==> src/rtl/fp_align_add.sv <==
`default_nettype none
// ============================================================================
// Module  : fp_align_add
// Brief   : 3-stage FP16 unpack/align/add pipeline producing an unnormalised
//           sum with sticky and special-case flags for a downstream normaliser.
// Revision: 1.0 - initial release
// ============================================================================
module fp_align_add #(
  parameter int MANTISSA = 11,
  parameter int EXPONENT = 5
) (
  input  logic                clk,
  input  logic                rst,
  input  logic [15:0]         in_a,
  input  logic [15:0]         in_b,
  input  logic                in_valid,
  output logic                in_ready,
  output logic                out_valid,
  input  logic                out_ready,
  output logic                out_sign,
  output logic [EXPONENT-1:0] out_exponent,
  output logic [MANTISSA:0]   out_mantissa,
  output logic                out_sticky,
  output logic                out_zero,
  output logic                out_inf,
  output logic                out_nan
);

  localparam int                  c_frac_w  = MANTISSA - 1;
  localparam int                  c_sum_w   = MANTISSA + 1;
  localparam logic [EXPONENT-1:0] c_exp_max = '1;

  logic w_advance;

  // ---------------------------------------------------------------- S1 logic
  logic                w_sign_a, w_sign_b;
  logic [EXPONENT-1:0] w_exp_a, w_exp_b;
  logic [c_frac_w-1:0] w_frac_a, w_frac_b;
  logic [MANTISSA-1:0] w_mant_a, w_mant_b;
  logic                w_a_big;
  logic [EXPONENT-1:0] w_exp_big, w_exp_small;
  logic                w_nan_a, w_nan_b, w_inf_a, w_inf_b;
  logic                w_nan_in, w_inf_in, w_inf_sign, w_neg_zero;

  assign w_sign_a = in_a[15];
  assign w_sign_b = in_b[15];
  assign w_exp_a  = in_a[c_frac_w +: EXPONENT];
  assign w_exp_b  = in_b[c_frac_w +: EXPONENT];
  assign w_frac_a = in_a[c_frac_w-1:0];
  assign w_frac_b = in_b[c_frac_w-1:0];

  // Subnormals are flushed: a zero exponent contributes no significand at all.
  assign w_mant_a = (w_exp_a != '0) ? {1'b1, w_frac_a} : '0;
  assign w_mant_b = (w_exp_b != '0) ? {1'b1, w_frac_b} : '0;

  assign w_a_big     = {w_exp_a, w_mant_a} >= {w_exp_b, w_mant_b};
  assign w_exp_big   = w_a_big ? w_exp_a : w_exp_b;
  assign w_exp_small = w_a_big ? w_exp_b : w_exp_a;

  assign w_nan_a    = (w_exp_a == c_exp_max) && (w_frac_a != '0);
  assign w_nan_b    = (w_exp_b == c_exp_max) && (w_frac_b != '0);
  assign w_inf_a    = (w_exp_a == c_exp_max) && (w_frac_a == '0);
  assign w_inf_b    = (w_exp_b == c_exp_max) && (w_frac_b == '0);
  assign w_nan_in   = w_nan_a || w_nan_b || (w_inf_a && w_inf_b && (w_sign_a != w_sign_b));
  assign w_inf_in   = !w_nan_in && (w_inf_a || w_inf_b);
  assign w_inf_sign = w_inf_a ? w_sign_a : w_sign_b;
  assign w_neg_zero = w_sign_a && w_sign_b && (w_mant_a == '0) && (w_mant_b == '0);

  logic                r_s1_valid;
  logic                r_s1_sign;
  logic                r_s1_eff_sub;
  logic [EXPONENT-1:0] r_s1_exp;
  logic [EXPONENT-1:0] r_s1_diff;
  logic [MANTISSA-1:0] r_s1_mant_big;
  logic [MANTISSA-1:0] r_s1_mant_small;
  logic                r_s1_nan, r_s1_inf, r_s1_inf_sign, r_s1_neg_zero;

  // ---------------------------------------------------------------- S2 logic
  logic [MANTISSA-1:0] w_aligned;
  logic [MANTISSA-1:0] w_mask;
  logic                w_sticky;

  always_comb begin
    w_aligned = '0;
    w_mask    = '0;
    w_sticky  = 1'b0;
    if (int'(r_s1_diff) >= MANTISSA + 1) begin
      w_sticky = |r_s1_mant_small;
    end else begin
      w_aligned = r_s1_mant_small >> r_s1_diff;
      w_mask    = ~({MANTISSA{1'b1}} << r_s1_diff);
      w_sticky  = |(r_s1_mant_small & w_mask);
    end
  end

  logic                r_s2_valid;
  logic                r_s2_sign;
  logic                r_s2_eff_sub;
  logic [EXPONENT-1:0] r_s2_exp;
  logic [MANTISSA-1:0] r_s2_mant_big;
  logic [MANTISSA-1:0] r_s2_aligned;
  logic                r_s2_sticky;
  logic                r_s2_nan, r_s2_inf, r_s2_inf_sign, r_s2_neg_zero;

  // ---------------------------------------------------------------- S3 logic
  // Magnitude ordering in S1 guarantees big >= aligned, so subtraction never
  // wraps and the extra top bit only ever holds an addition carry.
  logic [c_sum_w-1:0]  w_sum;
  logic                w_res_sign, w_res_sticky, w_res_zero, w_res_inf, w_res_nan;
  logic [EXPONENT-1:0] w_res_exp;
  logic [c_sum_w-1:0]  w_res_mant;

  assign w_sum = r_s2_eff_sub ? ({1'b0, r_s2_mant_big} - {1'b0, r_s2_aligned})
                              : ({1'b0, r_s2_mant_big} + {1'b0, r_s2_aligned});

  always_comb begin
    w_res_sign   = r_s2_sign;
    w_res_exp    = r_s2_exp;
    w_res_mant   = w_sum;
    w_res_sticky = r_s2_sticky;
    w_res_zero   = 1'b0;
    w_res_inf    = 1'b0;
    w_res_nan    = 1'b0;
    if (r_s2_nan) begin
      w_res_nan    = 1'b1;
      w_res_sign   = 1'b0;
      w_res_exp    = c_exp_max;
      w_res_mant   = '0;
      w_res_sticky = 1'b0;
    end else if (r_s2_inf) begin
      w_res_inf    = 1'b1;
      w_res_sign   = r_s2_inf_sign;
      w_res_exp    = c_exp_max;
      w_res_mant   = '0;
      w_res_sticky = 1'b0;
    end else if (w_sum == '0) begin
      w_res_zero = 1'b1;
      w_res_sign = r_s2_neg_zero;
      w_res_exp  = '0;
      w_res_mant = '0;
    end
  end

  logic                r_out_valid;
  logic                r_out_sign;
  logic [EXPONENT-1:0] r_out_exponent;
  logic [c_sum_w-1:0]  r_out_mantissa;
  logic                r_out_sticky, r_out_zero, r_out_inf, r_out_nan;

  // The whole pipe moves as one; a stalled output freezes every stage.
  assign w_advance = out_ready || !r_out_valid;
  assign in_ready  = w_advance;

  always_ff @(posedge clk) begin
    if (rst) begin
      r_s1_valid      <= 1'b0;
      r_s1_sign       <= 1'b0;
      r_s1_eff_sub    <= 1'b0;
      r_s1_exp        <= '0;
      r_s1_diff       <= '0;
      r_s1_mant_big   <= '0;
      r_s1_mant_small <= '0;
      r_s1_nan        <= 1'b0;
      r_s1_inf        <= 1'b0;
      r_s1_inf_sign   <= 1'b0;
      r_s1_neg_zero   <= 1'b0;
      r_s2_valid      <= 1'b0;
      r_s2_sign       <= 1'b0;
      r_s2_eff_sub    <= 1'b0;
      r_s2_exp        <= '0;
      r_s2_mant_big   <= '0;
      r_s2_aligned    <= '0;
      r_s2_sticky     <= 1'b0;
      r_s2_nan        <= 1'b0;
      r_s2_inf        <= 1'b0;
      r_s2_inf_sign   <= 1'b0;
      r_s2_neg_zero   <= 1'b0;
      r_out_valid     <= 1'b0;
      r_out_sign      <= 1'b0;
      r_out_exponent  <= '0;
      r_out_mantissa  <= '0;
      r_out_sticky    <= 1'b0;
      r_out_zero      <= 1'b0;
      r_out_inf       <= 1'b0;
      r_out_nan       <= 1'b0;
    end else if (w_advance) begin
      r_s1_valid      <= in_valid;
      r_s1_sign       <= w_a_big ? w_sign_a : w_sign_b;
      r_s1_eff_sub    <= w_sign_a != w_sign_b;
      r_s1_exp        <= w_exp_big;
      r_s1_diff       <= w_exp_big - w_exp_small;
      r_s1_mant_big   <= w_a_big ? w_mant_a : w_mant_b;
      r_s1_mant_small <= w_a_big ? w_mant_b : w_mant_a;
      r_s1_nan        <= w_nan_in;
      r_s1_inf        <= w_inf_in;
      r_s1_inf_sign   <= w_inf_sign;
      r_s1_neg_zero   <= w_neg_zero;

      r_s2_valid      <= r_s1_valid;
      r_s2_sign       <= r_s1_sign;
      r_s2_eff_sub    <= r_s1_eff_sub;
      r_s2_exp        <= r_s1_exp;
      r_s2_mant_big   <= r_s1_mant_big;
      r_s2_aligned    <= w_aligned;
      r_s2_sticky     <= w_sticky;
      r_s2_nan        <= r_s1_nan;
      r_s2_inf        <= r_s1_inf;
      r_s2_inf_sign   <= r_s1_inf_sign;
      r_s2_neg_zero   <= r_s1_neg_zero;

      r_out_valid     <= r_s2_valid;
      r_out_sign      <= w_res_sign;
      r_out_exponent  <= w_res_exp;
      r_out_mantissa  <= w_res_mant;
      r_out_sticky    <= w_res_sticky;
      r_out_zero      <= w_res_zero;
      r_out_inf       <= w_res_inf;
      r_out_nan       <= w_res_nan;
    end
  end

  assign out_valid    = r_out_valid;
  assign out_sign     = r_out_sign;
  assign out_exponent = r_out_exponent;
  assign out_mantissa = r_out_mantissa;
  assign out_sticky   = r_out_sticky;
  assign out_zero     = r_out_zero;
  assign out_inf      = r_out_inf;
  assign out_nan      = r_out_nan;

endmodule
`default_nettype wire
==> config.mk <==
export PLATFORM = sky130hd
export DESIGN_NAME = fp_align_add
export DESIGN_NICKNAME = d
export VERILOG_FILES = /design/src/rtl/fp_align_add.sv
export SDC_FILE = /design/constraint.sdc
export NUM_CORES = 1
export LEC_CHECK = 0
export CORE_MARGIN = 3
export CORE_UTILIZATION = 60
export CTS_CLUSTER_SIZE = 14
export DETAILED_ROUTE_END_ITERATION = 6
export DONT_BUFFER_PORTS = 1
export GPL_TIMING_DRIVEN = 0
export PLACE_DENSITY = 0.87
export SLEW_MARGIN = 20
export SYNTH_ARGS = -nofsm -noshare
export SYNTH_HDL_FRONTEND = slang
export SYNTH_SLANG_ARGS = --single-unit
==> constraint.sdc <==
create_clock -name clk -period 6.7 [get_ports clk]
set_input_delay 1.675 -clock clk [delete_from_list [all_inputs] [get_ports clk]]
set_output_delay 1.675 -clock clk [all_outputs]
set_load 0.02 [all_outputs]
### Yosys cells after proc, flatten, opt, wreduce, memory -nomap -nowiden

Cells that the tools add are included.
Widths: inputs -> output; s select.

| word-level totals | value |
|---|---|
| flip-flop bits (word level) | 97 |
| output and inout port bits | 24 |
| input bits | 36 |

| operators by class | value |
|---|---|
| bitwise logic cells | 2 |
| equality and inequality tests | 3 |
| order comparisons | 2 |
| multiplexer cells | 28 |
| $add $sub $neg | 3 |
| reductions and logical operators | 27 |
| shift operators | 2 |

Operators by type and width:

| operator | number |
|---|---|
| $mux 11 | 5 |
| $mux 12 | 4 |
| $mux 5 | 5 |
| $logic_not 11->1 | 2 |
| $reduce_or 11->1 | 2 |
| $logic_not 10->1 | 2 |
| $reduce_bool 10->1 | 2 |
| $ge 16x16->1 | 1 |
| $mux 1 | 14 |
| $add 11x11->12 | 1 |
| $logic_not 12->1 | 1 |
| $sub 11x11->12 | 1 |
| $and 11x11->11 | 1 |
| $not 11->11 | 1 |
| $shl 11x5->11 const A | 1 |
| $shr 11x5->11 | 1 |
| $eq 5x5->1 const B | 2 |
| $logic_and 1x1->1 | 10 |
| $reduce_bool 5->1 | 2 |
| $ge 5x4->1 const B | 1 |
| $sub 5x5->5 | 1 |
| $logic_or 1x1->1 | 4 |
| $logic_not 1->1 | 2 |
| $ne 1x1->1 | 1 |

### Logic depth before layout (Yosys ltp)

| depth | value |
|---|---|
| word-level depth | 7 |
| mapped depth | 18 |
| gate-level depth less buffers | 16 |

### Worst setup path after synthesis

OpenSTA, ideal clock, no wires.

| timing path | value |
|---|---|
| path type | input to register |
| start point | input port in_a[14] |
| end point | register r_s1_diff[2] |
| stages | 14 |
| data arrival time | 4.867 ns |
| setup time | 0.079 ns |
| buffers on the path | 2 |
| data required time | 6.621 ns |
| path slack | 1.754 ns |
| cells stage by stage | nor3_1 > nand2_1 > clkbuf_1 > and2_1 > ha_1 > nand4_1 > or3_1 > a21oi_1 > nand2b_1 > buf_1 > a22oi_1 > ha_1 > or4_1 > o211ai_1 |

| on the way | value |
|---|---|
| cells in the longest elaborated chain, start to end | 5 |

RTL lines:

| what | line | source |
|---|---|---|
| start: declaration | 14 | `input logic [15:0] in_a,` |
| $reduce_bool 5->1 | 53 | `assign w_mant_a = (w_exp_a != '0) ? {1'b1, w_frac_a} : '0;` |
| $mux 11 | 53 |  |
| $ge 16x16->1 * | 56 | `assign w_a_big = {w_exp_a, w_mant_a} >= {w_exp_b, w_mant_b};` |
| $mux 5 (on tied branches) | 57, 58 |  |
| $sub 5x5->5 * | 191 | `r_s1_diff <= w_exp_big - w_exp_small;` |
| end signal: assignment | 191 |  |
| end: declaration | 73 | `logic [EXPONENT-1:0] r_s1_diff;` |

Mark *: on every way between the ends. The rest lies on a longest branch, timed or not.
A chain may end at the register's enable or synchronous reset.

### Worst setup path after layout

Same ends and word-level chain as after synthesis.

==> results by stage <==
Global routing:
- The total overflow left after global routing is 0.
- In the global route stage, overall resource usage came out at 30.61%.
- The first global-routing pass estimated 27100 um of wire.
- The via count of the first global-routing pass was 5482.
- The initial antenna violation count is 0.
- The largest net degree at the start of global routing is 19.

Cells and area:
- Of the cells placed in the final design, the portion with a size suffix greater than 1 is 3.718%.
- The number of non-filler instances in the completed layout is 909.
- Compared with the post-synthesis result, the final layout area differs by 6.442%.
- The repair_antennas step left the layout with diodes totalling 0.
- The filler cell count is 815.
- The net total in the final layout is 842.

Detailed routing:
- Summing over every cut layer, the via total after detailed routing is 5736.
- In this run the remaining antenna-violating nets after routing total 0.
- Wires add up to 16720 um.
- The count of TritonRoute iterations in the first routing pass is 5.
- The vias per cell is 6.310.
- In the final routed layout, each cell accounts on average for 18.40 um.
- The violation count after the first detailed-route iteration is 514.
- The number of remaining DRC errors is 0.

Place:
- Before CTS, the worst setup slack after placement is 1.089 ns.
- The global placement routability congestion is 0.9082.
- The port buffer count is 0.
- The HPWL after detailed placement is 12600 um.
- The number of placed instances, taps included is 893.

Timing:
- The share of the cycle needed by the critical path after routing is 78.78%.
- The setup clock skew after layout is 0.01569 ns.
- The final-report setup violation count is 0.
- For the pin with the worst max-slew slack, the measured transition is 0.7445 ns.
- Setup repair after global routing left no endpoint under its margin.
- Static timing analysis puts the maximum clock frequency at 189.5 MHz.
- The number of max-slew violations in the final report is 0.
- Measured against its own limit, the worst slew margin works out to 49.91%.
- The final setup slack of the worst path is 1.422 ns.
- The number of hold violations in the final report is 0.
- The worst hold margin is 0.4592 ns.
- In the final timing run, aggregate negative setup slack is 0 ns.
- The clock period minus final worst setup slack is 5.278 ns.

Setup path:
- The register-to-register path setup slack is 2.39 ns.
- The depth of the worst register-to-register path is 14.
- The type of the setup path with the least slack is input port to flop.
- The worst-path maximum fanout is 10.
- The kind of end point of the critical path is a flop.
- The signal on the critical path passes through nor3_1 -> nand2_1 -> clkbuf_1 -> and2_1 -> ha_1 -> nand4_1 -> or3_1 -> a21oi_1 -> nand2b_1 -> buf_1 -> a22oi_1 -> ha_1 -> or4_1 -> o211ai_1.
- The most numerous cell type found on the critical path is sky130_fd_sc_hd__ha_1.
- The worst path required time is 6.98 ns.
- STA classifies the critical path startpoint as an input port.
- The largest individual stage delay along the critical path comes from the cell sky130_fd_sc_hd__or4_1.
- The delay contributed by the slowest stage of the critical path is 0.53 ns.
- The origin of the critical flop-to-flop path is r_s2_aligned[2]$_SDFFE_PP0P_.
- The end of the worst register-to-register path is out_sign$_SDFFE_PP0P_.
- The launch point of the critical path is in_a[14].
- The arrival time of data at the critical path endpoint is 5.56 ns.

Clocking:
- TritonCTS built the clock tree.
- The post-cts gate resize count is 0.
- The post-cts hold buffer count is 0.
- The tree is rooted in a sky130_fd_sc_hd__clkbuf_8.
- Once the clock tree was built, the setup fixing pass inserted 0 buffers.
- Clock-pin slew was measured on the worst setup and hold paths at 0.10 ns.
- For this design, the sink count on the clock tree is 97.
- Clock latency on the worst-skew pair, taken at its later pin, is 0.37 ns.
- The maximum count of clock buffers along a single path is 2.
- TritonCTS created 9 clock buffers.
- The CTS H-tree depth is 3.

Floorplanning:
- The I/O pin total is 60.
- The floorplan has 35 rows.
- The die is 103.9 um tall.
- The effective utilization at floorplan is 61.93%.
- The floorplan step defined a core boundary enclosing 0.009284 mm2.
- The die covers 0.01079 mm2.
- In this run the horizontal extent of the chip is 103.9 um.

Status:
- The flow ran to the end, and the final reports show no timing, DRC or antenna violations.

Synth:
- The number of nets in the synthesized netlist is 831.
- In this run, synthesis produced a sequential element count of 97.
- Summing the sequential cell areas from Yosys gives 33.78% of the chip area.
- Synthesis instantiated 63 different standard cells from the library.
- The async set or reset register ratio after synthesis is 0%.
- The share of the synthesized area in the top cell type is 33.78%.
- The post-synth design cell area is 0.005749 mm2.
- The prevailing post-synth register cell is sky130_fd_sc_hd__dfxtp_1.
- Yosys printed 0 warnings.
- The cell type contributing the most total cell area after synthesis is sky130_fd_sc_hd__dfxtp_1.
- Yosys mapped a number of flops with a built-in enable equal to 0.
- Each instance of the synthesized netlist takes up on average 7.525 um2.
- Yosys attributes the largest share of cell area to sky130_fd_sc_hd__dfxtp_1 34%, sky130_fd_sc_hd__nor2_1 7.3%, sky130_fd_sc_hd__nand2_1 6.7%, sky130_fd_sc_hd__ha_1 6.5%, sky130_fd_sc_hd__a21oi_1 6.2%.
- After technology mapping, the gate count stands at 764.

Worst hold path:
- The terminating pin of the worst hold path is r_s2_mant_big[5]$_SDFFE_PP0P_.
- The path class of the tightest hold or removal check is flop to flop.
- The worst hold path stage count is 2.
- The worst hold path begins at r_s1_mant_big[5]$_SDFFE_PP0P_.

Power and ir drop:
- The overall power of the completed layout is 1.832 mW.
- The worst-case IR drop observed on VDD is 0.0001393 V.
- The power per unit of standard cell area is 299.3 mW/mm2.
- The analysis attributes to cell leakage a power of 2.365 nW.

Flow run:
- The max-cap check violation count is 0.
final cells by class:
class / count / area (um2) / share of cell area (%)
Sequential cell: 97 / 1942 / 31.73
Buffer: 55 / 210.2 / 3.435
Multi-Input combinational cell: 591 / 3518 / 57.49
Inverter: 21 / 78.83 / 1.288
Clock inverter: 7 / 85.08 / 1.390
Tap cell: 129 / 161.4 / 2.638
Clock buffer: 9 / 123.9 / 2.024
registers in the layout, summed over array words and instances (netlist names), 5 cells and up:
signal and cells:
r_s2_exp 5, r_s1_mant_small 11, r_s2_mant_big 11, r_s1_exp 5, out_exponent 5, r_s1_diff 5, r_s1_mant_big 11, r_s2_aligned 11
out_mantissa 12
worst max-delay path by stage:
| stage | to | slack [ns] | cells after the start |
|---|---|---|---|
| after CTS | r_s1_diff[2]$_SDFFE_PP0P_ | 1.47 | 14 |
| after global routing | r_s1_diff[2]$_SDFFE_PP0P_ | 1.18 | 14 |
| final | r_s1_diff[2]$_SDFFE_PP0P_ | 1.42 | 14 |
| after global placement | r_s1_diff[2]$_SDFFE_PP0P_ | 1.16 | 14 |
| after detailed placement | r_s1_diff[2]$_SDFFE_PP0P_ | 1.09 | 14 |
| after floorplan | r_s1_diff[2]$_SDFFE_PP0P_ | 1.75 | 14 |
cells in the mapped netlist, types with 5 or more instances:
| cell | number |
|---|---|
| sky130_fd_sc_hd__a21oi_1 | 71 |
| sky130_fd_sc_hd__a31oi_1 | 5 |
| sky130_fd_sc_hd__a211oi_1 | 27 |
| sky130_fd_sc_hd__dfxtp_1 | 97 |
| sky130_fd_sc_hd__mux2i_1 | 16 |
| sky130_fd_sc_hd__nor2b_1 | 5 |
| sky130_fd_sc_hd__o21ai_0 | 21 |
| sky130_fd_sc_hd__clkbuf_1 | 45 |
| sky130_fd_sc_hd__o22ai_1 | 5 |
| sky130_fd_sc_hd__ha_1 | 30 |
| sky130_fd_sc_hd__xnor2_1 | 14 |
| sky130_fd_sc_hd__a22oi_1 | 23 |
| sky130_fd_sc_hd__nor2_1 | 112 |
| sky130_fd_sc_hd__or3_1 | 7 |
| sky130_fd_sc_hd__a311oi_1 | 6 |
| sky130_fd_sc_hd__o21a_1 | 5 |
| sky130_fd_sc_hd__nand2_1 | 102 |
| sky130_fd_sc_hd__buf_1 | 7 |
| sky130_fd_sc_hd__and2_1 | 12 |
| sky130_fd_sc_hd__nand3_1 | 17 |
| sky130_fd_sc_hd__nor4_1 | 9 |
| sky130_fd_sc_hd__o211ai_1 | 5 |
| sky130_fd_sc_hd__o2111ai_1 | 5 |
| sky130_fd_sc_hd__inv_1 | 20 |
| sky130_fd_sc_hd__nor3_1 | 32 |
per-stage QoR:
stage,utilization (%),area [um2]
after floorplan,-,5749
after global placement,63.67,5911
after detailed placement,63.67,5911
after CTS,65.92,6120
after global routing,65.92,6120
final,65.92,6120
critical path, delay by kind of cell:
family | cells | cell delay (ns)
AND/OR/NAND/NOR | 7 | 1.85
AO/OA/AOI/OAI | 3 | 0.84
adder cells (fa/ha/maj) | 2 | 0.56
buffers and inverters | 2 | 0.63
kinds of logic (layout without fill, tap and decap cells):
| kind of cell | Yosys count | in the layout | synth area share (%) |
|---|---|---|---|
| AND/OR/NAND/NOR | 323 | 323 | 25.31 |
| AO/OA/AOI/OAI | 199 | 199 | 22.68 |
| XOR/XNOR | 17 | 17 | 2.590 |
| multiplexers | 20 | 20 | 3.569 |
| adder cells (fa/ha/maj) | 32 | 32 | 7.051 |
| flip-flops | 97 | 97 | 33.78 |
| buffers and inverters | 76 | 92 | 5.027 |
power by group:
part           switching [mW]  internal (mW)
registers              0.0948          0.645
logic                   0.398          0.285
clock network           0.228          0.181
total                   0.721           1.11
placed cells by master (no fill, tap or decap), types with 6 or more instances in the layout:
cell                       instances
sky130_fd_sc_hd__a211oi_1         27
sky130_fd_sc_hd__xnor2_1          14
sky130_fd_sc_hd__nand3_1          17
sky130_fd_sc_hd__clkbuf_8          9
sky130_fd_sc_hd__buf_1             7
sky130_fd_sc_hd__dfxtp_1          97
sky130_fd_sc_hd__clkbuf_1         45
sky130_fd_sc_hd__nor4_1            9
sky130_fd_sc_hd__mux2i_1          16
sky130_fd_sc_hd__and2_1           12
sky130_fd_sc_hd__o21ai_0          21
sky130_fd_sc_hd__a311oi_1          6
sky130_fd_sc_hd__ha_1             30
sky130_fd_sc_hd__inv_1            20
sky130_fd_sc_hd__a22oi_1          23
sky130_fd_sc_hd__nand2_1         102
sky130_fd_sc_hd__or3_1             7
sky130_fd_sc_hd__a21oi_1          71
sky130_fd_sc_hd__nor3_1           32
sky130_fd_sc_hd__nor2_1          112
routing by layer:
metal  track usage, %  up-vias  share of wire [%]
met5                0        -                  0
met3            5.338       35                7.8
li1                 -     2742                  -
met1            38.10     2673                 41
met2            53.06      286                 49
met4            11.21        0                2.8
Note: power is estimated with default switching activity, not from simulation.
